==> config.mk <==
export PLATFORM = sky130hd
export DESIGN_NAME = dmem_bridge
export DESIGN_NICKNAME = d
export VERILOG_FILES = /design/src/rtl/srv1_pkg.sv /design/src/rtl/dmem_watchdog.sv /design/src/rtl/dmem_bridge.sv
export SDC_FILE = /design/constraint.sdc
export NUM_CORES = 1
export LEC_CHECK = 0
export ABC_AREA = 1
export ABC_CLOCK_PERIOD_IN_PS = 1200
export BUFFER_PORTS_ARGS = -buffer_cell sky130_fd_sc_hd__buf_2
export CAP_MARGIN = 20
export CORE_MARGIN = 4
export CORE_UTILIZATION = 42
export CTS_BUF_LIST = sky130_fd_sc_hd__clkbuf_2 sky130_fd_sc_hd__clkbuf_4 sky130_fd_sc_hd__clkbuf_8
export DETAILED_ROUTE_END_ITERATION = 12
export PLACE_DENSITY_LB_ADDON = 0.15
export SETUP_SLACK_MARGIN = 0.5
export SLEW_MARGIN = 20
export SYNTH_ARGS = -nofsm -noshare
export SYNTH_HDL_FRONTEND = slang
export SYNTH_SLANG_ARGS = --single-unit
==> constraint.sdc <==
create_clock -name clk -period 1.2 [get_ports clk]
set_input_delay 0.06 -clock clk [delete_from_list [all_inputs] [get_ports clk]]
set_output_delay 0.06 -clock clk [all_outputs]
set_load 0.02 [all_outputs]
==> src/rtl/srv1_pkg.sv <==
// srv1_pkg: shared types and constants for the data-memory bridge
package srv1_pkg;

    typedef enum logic [1:0] {
        IDLE,
        REQ,
        DONE
    } dmem_state_t;

    localparam logic [31:0] DMEM_ERR_DATA = 32'hDEAD_BEEF;

    function automatic int unsigned wd_width(input int unsigned n);
        int unsigned w;
        w = $clog2(n + 1);
        return w < 8 ? 8 : (w > 16 ? 16 : w);
    endfunction

endpackage

==> src/rtl/dmem_watchdog.sv <==
// dmem_watchdog: counts bus wait cycles and flags when the limit is hit
module dmem_watchdog
    import srv1_pkg::*;
#(
    parameter int unsigned TIMEOUT_CYCLES = 255
) (
    input  logic clk,
    input  logic async_rst_n,
    input  logic start,
    input  logic active,
    output logic expired
);
    localparam int unsigned W = wd_width(TIMEOUT_CYCLES);

    logic [W-1:0] cnt;

    // cnt holds the number of wait cycles already completed, so the limit is reached in the last allowed cycle
    assign expired = active && cnt == W'(TIMEOUT_CYCLES - 1);

    // cleared when a request is launched, advanced once per waiting cycle
    always_ff @(posedge clk or negedge async_rst_n) begin
        if (!async_rst_n) cnt <= '0;
        else if (start) cnt <= '0;
        else if (active) cnt <= cnt + 1'b1;
    end

endmodule

==> src/rtl/dmem_bridge.sv <==
// dmem_bridge: single-cycle core data port to req/ack bus bridge; watchdog under DMEM_BRIDGE_TIMEOUT_EN
module dmem_bridge
    import srv1_pkg::*;
#(
    parameter int unsigned TIMEOUT_CYCLES = 255
) (
    input  logic        clk,
    input  logic        async_rst_n,
    input  logic        clk_en_in,
    output logic        core_clk_en,
    input  logic        core_bus_lock,
    input  logic        core_memory_mode,
    input  logic [29:0] core_address,
    input  logic [3:0]  core_mask,
    input  logic [31:0] core_data_out,
    output logic [31:0] core_data_in,
    output logic        ext_req,
    output logic        ext_we,
    output logic [29:0] ext_addr,
    output logic [3:0]  ext_be,
    output logic [31:0] ext_wdata,
    input  logic [31:0] ext_rdata,
    input  logic        ext_ack,
    output logic        bus_error
);
    dmem_state_t state;
    logic [31:0] rdata_q;
    logic        start;
    logic        expired;

    if (TIMEOUT_CYCLES < 1 || TIMEOUT_CYCLES > 65535) begin : g_bad_timeout
        $error("dmem_bridge: TIMEOUT_CYCLES must be within 1..65535");
    end

    assign start        = state == IDLE && clk_en_in && core_bus_lock;
    assign core_clk_en  = clk_en_in && state != REQ && !(state == IDLE && core_bus_lock);
    assign core_data_in = rdata_q;

`ifdef DMEM_BRIDGE_TIMEOUT_EN
    logic err_q;

    dmem_watchdog #(.TIMEOUT_CYCLES(TIMEOUT_CYCLES)) u_watchdog (
        .clk        (clk),
        .async_rst_n(async_rst_n),
        .start      (start),
        .active     (state == REQ),
        .expired    (expired)
    );

    // sticky timeout flag; an ack arriving on the timeout cycle still completes normally
    always_ff @(posedge clk or negedge async_rst_n) begin
        if (!async_rst_n) err_q <= 1'b0;
        else if (state == REQ && expired && !ext_ack) err_q <= 1'b1;
    end

    assign bus_error = err_q;
`else
    assign expired   = 1'b0;
    assign bus_error = 1'b0;
`endif

    // request sequencing, captured bus fields and held read data
    always_ff @(posedge clk or negedge async_rst_n) begin
        if (!async_rst_n) begin
            state     <= IDLE;
            ext_req   <= 1'b0;
            ext_we    <= 1'b0;
            ext_addr  <= '0;
            ext_be    <= '0;
            ext_wdata <= '0;
            rdata_q   <= '0;
        end else begin
            case (state)
                IDLE: if (start) begin
                    ext_req   <= 1'b1;
                    ext_we    <= core_memory_mode;
                    ext_addr  <= core_address;
                    ext_be    <= core_mask;
                    ext_wdata <= core_data_out;
                    state     <= REQ;
                end
                REQ: if (ext_ack || expired) begin
                    ext_req <= 1'b0;
                    state   <= DONE;
                    if (ext_ack) begin
                        if (!ext_we) rdata_q <= ext_rdata;
                    end else begin
                        rdata_q <= DMEM_ERR_DATA;
                    end
                end
                DONE: if (clk_en_in) state <= IDLE;
                default: state <= IDLE;
            endcase
        end
    end

endmodule

==> run metrics, run 1 <==
run status stopped before the end; Last stage global routing (5_1_grt); error that ended the run [ERROR DPL-0038] Utilization greater than 100%, impossible to legalize; area share of the largest cell type after synthesis 63.0%; total placed instance area 5280 um^2; buffers added on ports 204; CTS root buf clkbuf_8; post-synthesis cell type count 13; # rows 35; cell types occupying the most area after synthesis dfrtp_1 (63%), nand2_1 (19%), nand3_1 (12%), buf_2 (2.0%), buf_4 (1.3%); pin count of the biggest net entering global routing 51; net count after synthesis 553; end pin of the worst setup path after global-route repair ext_wdata[15]$_DFFE_PN0P_/D; Worst endpoint type register data pin; portion of the post-synthesis area used by sequential elements 63.0%; final estimated routing congestion in global placement 0.778; synthesis warning total 0; cells after synthesis 449; die height 106 um; synthesized area per cell 9.03 um^2; buffer depth of the longest clock path 2; number of clock sinks 102; number of clock buffers inserted by TritonCTS 9; cell accounting for the most synthesized area dfrtp_1; area of the mapped netlist 4050 um^2; effective utilization at floorplan between 40 and 50%; maximum level of the CTS H-tree 3; Die X 106 um; number of I/O pins 206; Seq cells post-synth 102; HPWL after DPL 7940 um
==> through the flow <==
stage               setup WS (ps)  hold WS [ps]  cells
CTS                          -171          43.7    992
detailed placement           17.2         -86.5    768
global placement             58.6         -85.6    768
floorplan                    90.2          -236    449
==> synth_stat cells <==
cell,number
nand3_1,100
nand2_1,205
buf_2,16
conb_1,1
inv_1,4
buf_4,7
nor2_4,3
nand2_2,1
dfrtp_1,102
clkbuf_1,4
nor3_1,1
buf_1,4
nor2_1,1
==> what timing repair did <==
action	CTS
setup buffers	88
pin swaps	25
hold buffers	101
gates resized for setup	362
endpoints found under the hold margin	203
cloned	19
setup endpoints to repair	203
==> cell families after synthesis <==
| family | share of synthesized area [%] |
|---|---|
| other | 0.0925 |
| and+or+nand+nor | 32.5 |
| DFF | 63.0 |
| buffers and inverters | 4.38 |
==> inputs of run 2 (changes only) <==
- ABC_CLOCK_PERIOD_IN_PS: 1200 -> 1600
- CORE_UTILIZATION: 42 -> 35
- CTS_BUF_LIST: sky130_fd_sc_hd__clkbuf_2 sky130_fd_sc_hd__clkbuf_4 sky130_fd_sc_hd__clkbuf_8 -> not set
- SETUP_SLACK_MARGIN: 0.5 -> not set
- clock period: 1.2 -> 1.6 ns (I/O delays scaled with it)
==> run 2 against run 1 <==
  * The run now ends clean
  * Area after synthesis stayed put
  * Synthesized cell count stayed put
==> run metrics, run 2 <==
number of antenna violations at the first check in global routing 0; startpoint types flop; post-route fraction of the period consumed by the critical path just under 90%; cell accounting for the most synthesized area dfrtp_1; slew at the pin closest to its max-slew limit roughly 580 ps; commonest cells in the synthesized netlist nand2_1 (205), dfrtp_1 (102), nand3_1 (100), buf_2 (16), buf_4 (7); RSZ-0062 raised after global routing false; final routed wirelength across all metal layers 12,500 um; # Max-Cap Violations 0; most common cell after layout, fill and taps aside nand2_1; utilization after layout 57.7%; Crit. path cell count 4; run status finished, final reports clean; cell type group with the largest total delay on the critical path flip-flops; pin count of the biggest net entering global routing 103; Antenna Cells 0; TritonRoute pass-1 iters 6; clock transition at the registers of the reported paths 70 ps; # rows 39 (+11%); buffer depth of the longest clock path 2 (unchanged); met3 Usage GRT 5.64%; kind of critical path flop to primary output; CTS tree built; required time of the critical path about 1500 ps; Max Slew Vio Count 0; post-layout instance area 6560 um^2; Leak 3.66 nW; most repeated cell in the gate-level netlist after synthesis nand2_1; Overall Power 10.3 mW; setup TNS 0 ps; total placed instance area 5200 um^2 (-1.5%); wire per inst 14.0 um; via density per instance 4.57; number of clock buffers inserted by TritonCTS 9 (unchanged); Pwr Density 1570 nW/um^2; synthesized area per cell 9.03 um^2 (unchanged); post-route ant nets 0; HPWL after DPL 7350 um (-7.4%); insertion delay to the later sink of the worst-skew pair 340 ps; number of enable flip-flop cells after synthesis 0 (unchanged); depth of the worst register-to-register path 5; standard cell core area between 10,000 and 15,000 um^2; global-route wire length before repair approximately 19,000 um; cell-by-cell trace of the critical path nor2_4, buf_12, nor3_1, buf_2; number of I/O pins 206 (unchanged); # setup viols final 0; number of placed cells counting well taps 774 (+0.78%); post-route clock skew 5.70 ps; post-route non-filler standard cell count 893; most congested layer reported by global routing met2; DRC violation count after routing 0; portion of the post-synthesis area used by sequential elements 63.0% (unchanged); net count after synthesis 553 (unchanged); Hold Vio Cnt, Final 0; synthesis warning total 0 (unchanged); layout overhead on the synthesized area 61.8%; peak supply drop 0.992 mV; CTS root buf clkbuf_16; DR iter-0 viols 343; die area 13,400 um^2; buffering stage count on the worst path with inverters included 2; effective utilization at floorplan 35.6% (-7.8 points); share of async-settable or async-resettable flops after synthesis 100% (unchanged); commonest cells after routing, fill and taps aside nand2_1 (205), buf_2 (203), dfrtp_1 (102); total of cells resized after clock tree synthesis 0 (-100%); post-synthesis cell type count 13 (unchanged); worst min-delay path category primary input to flop; GR met1 Demand/Resource 24.4%; worst-case hold slack about 22 ps; largest stage delay on the critical path 440 ps; CP max-delay cell dfrtp_1; maximum level of the CTS H-tree 3 (unchanged); most used flip-flop cell after synthesis dfrtp_1; buffers added on ports 204 (unchanged); met2 usage in global routing 27.7%; total global routing track utilization roughly 18%; worst slew margin relative to its limit 61.6%; Achievable Freq just over 0.7 GHz; Hold Path Depth 3; sort of element at the end of the critical path primary output; smallest setup slack after layout 196 ps; Die X 116 um (+8.8%); shortest period the worst path allows 1400 ps; number of clock sinks 102 (unchanged); fraction of layout instances using a drive strength above 1 31.6%; area share of the largest cell type after synthesis 63.0% (unchanged); die height 116 um (+8.8%); Seq cells post-synth 102 (unchanged); Worst Setup Slack post-DPL 259 ps (+241 ps); final estimated routing congestion in global placement 0.748 (-3.9%); cell types occupying the most area after synthesis dfrtp_1 (63%), nand2_1 (19%), nand3_1 (12%), buf_2 (2.0%), buf_4 (1.3%); detailed-route via count 4,079; post-layout net count roughly 850; Max Fanout on Critical Path 17; Crit path arrival time 1320 ps; overflow left after global routing 0; cells after synthesis 449 (unchanged); area of the mapped netlist 4050 um^2 (unchanged); vias in the first global route 4,047
==> run 2: cell counts after synthesis <==
No cell type changed its count.
==> run 2: worst register-to-register path, cell delays in order (launching register included) <==
cell     delay (ps)
dfrtp_1         450
nor2_4           70
nand2_2          70
buf_4           460
nand2_1         170
nand2_1         100
==> run 2: area by class of cell <==
type                            instances  area [um^2]
Multi-Input combinational cell        312         1330
Inverter                                4         15.0
Timing Repair Buffer                  316         2190
Sequential cell                       102         2550
Clock buffer                           10          239
Fill cell                             972         4810
Tap cell                              143          179
Clock inverter                          6         61.3
==> run 2: cells by family (layout without fill, tap and decap cells) <==
kind of cell | Yosys count | in the layout | share of synthesized area, %
flip-flops | 102 | 102 | 63.0
AND/OR/NAND/NOR | 311 | 311 | 32.5
other | 1 | 1 | 0.0925
buffers and inverters | 35 | 336 | 4.38
==> run 2: repair_timing <==
item / in CTS / in global routing
setup endpoints to repair: 0 / 1
setup buffers: 0 / 1
hold endpoints to repair: 201 / 0
hold buffers: 100 / 0
==> run 2: path summary, 6_finish.rpt <==
| check | from | slack, ps | endpoint |
|---|---|---|---|
| setup / recovery | state[1]$_DFFE_PN0P_ | 200 | core_clk_en |
| hold / removal | ext_rdata[27] | 20 | core_data_in[27]$_DFFE_PN0P_ |
| setup reg to reg | state[1]$_DFFE_PN0P_ | 210 | ext_wdata[2]$_DFFE_PN0P_ |
| hold reg to reg | core_data_in[5]$_DFFE_PN0P_ | 470 | core_data_in[5]$_DFFE_PN0P_ |
| max in group asynchronous | async_rst_n | 820 | ext_be[1]$_DFFE_PN0P_ |
| min in group asynchronous | async_rst_n | 310 | core_data_in[12]$_DFFE_PN0P_ |
==> run 2: routing by layer <==
metal  up-vias  wire length [um]  part of all wire, %
li1       2022                 -                    -
met1      1875              5350                   43
met2       163              5740                   46
met3        19              1170                  9.4
met4         0               250                  2.0
met5         -                 0                    0
==> run 2: where the power goes <==
group | internal, mW | total (mW) | switching [mW]
Sequential | 3.55 | 4.06 | 0.509
Clock | 1.25 | 2.19 | 0.940
Combinational | 1.41 | 4.04 | 2.63
Total | 6.21 | 10.3 | 4.08
Note: power is estimated with default switching activity, not from simulation.
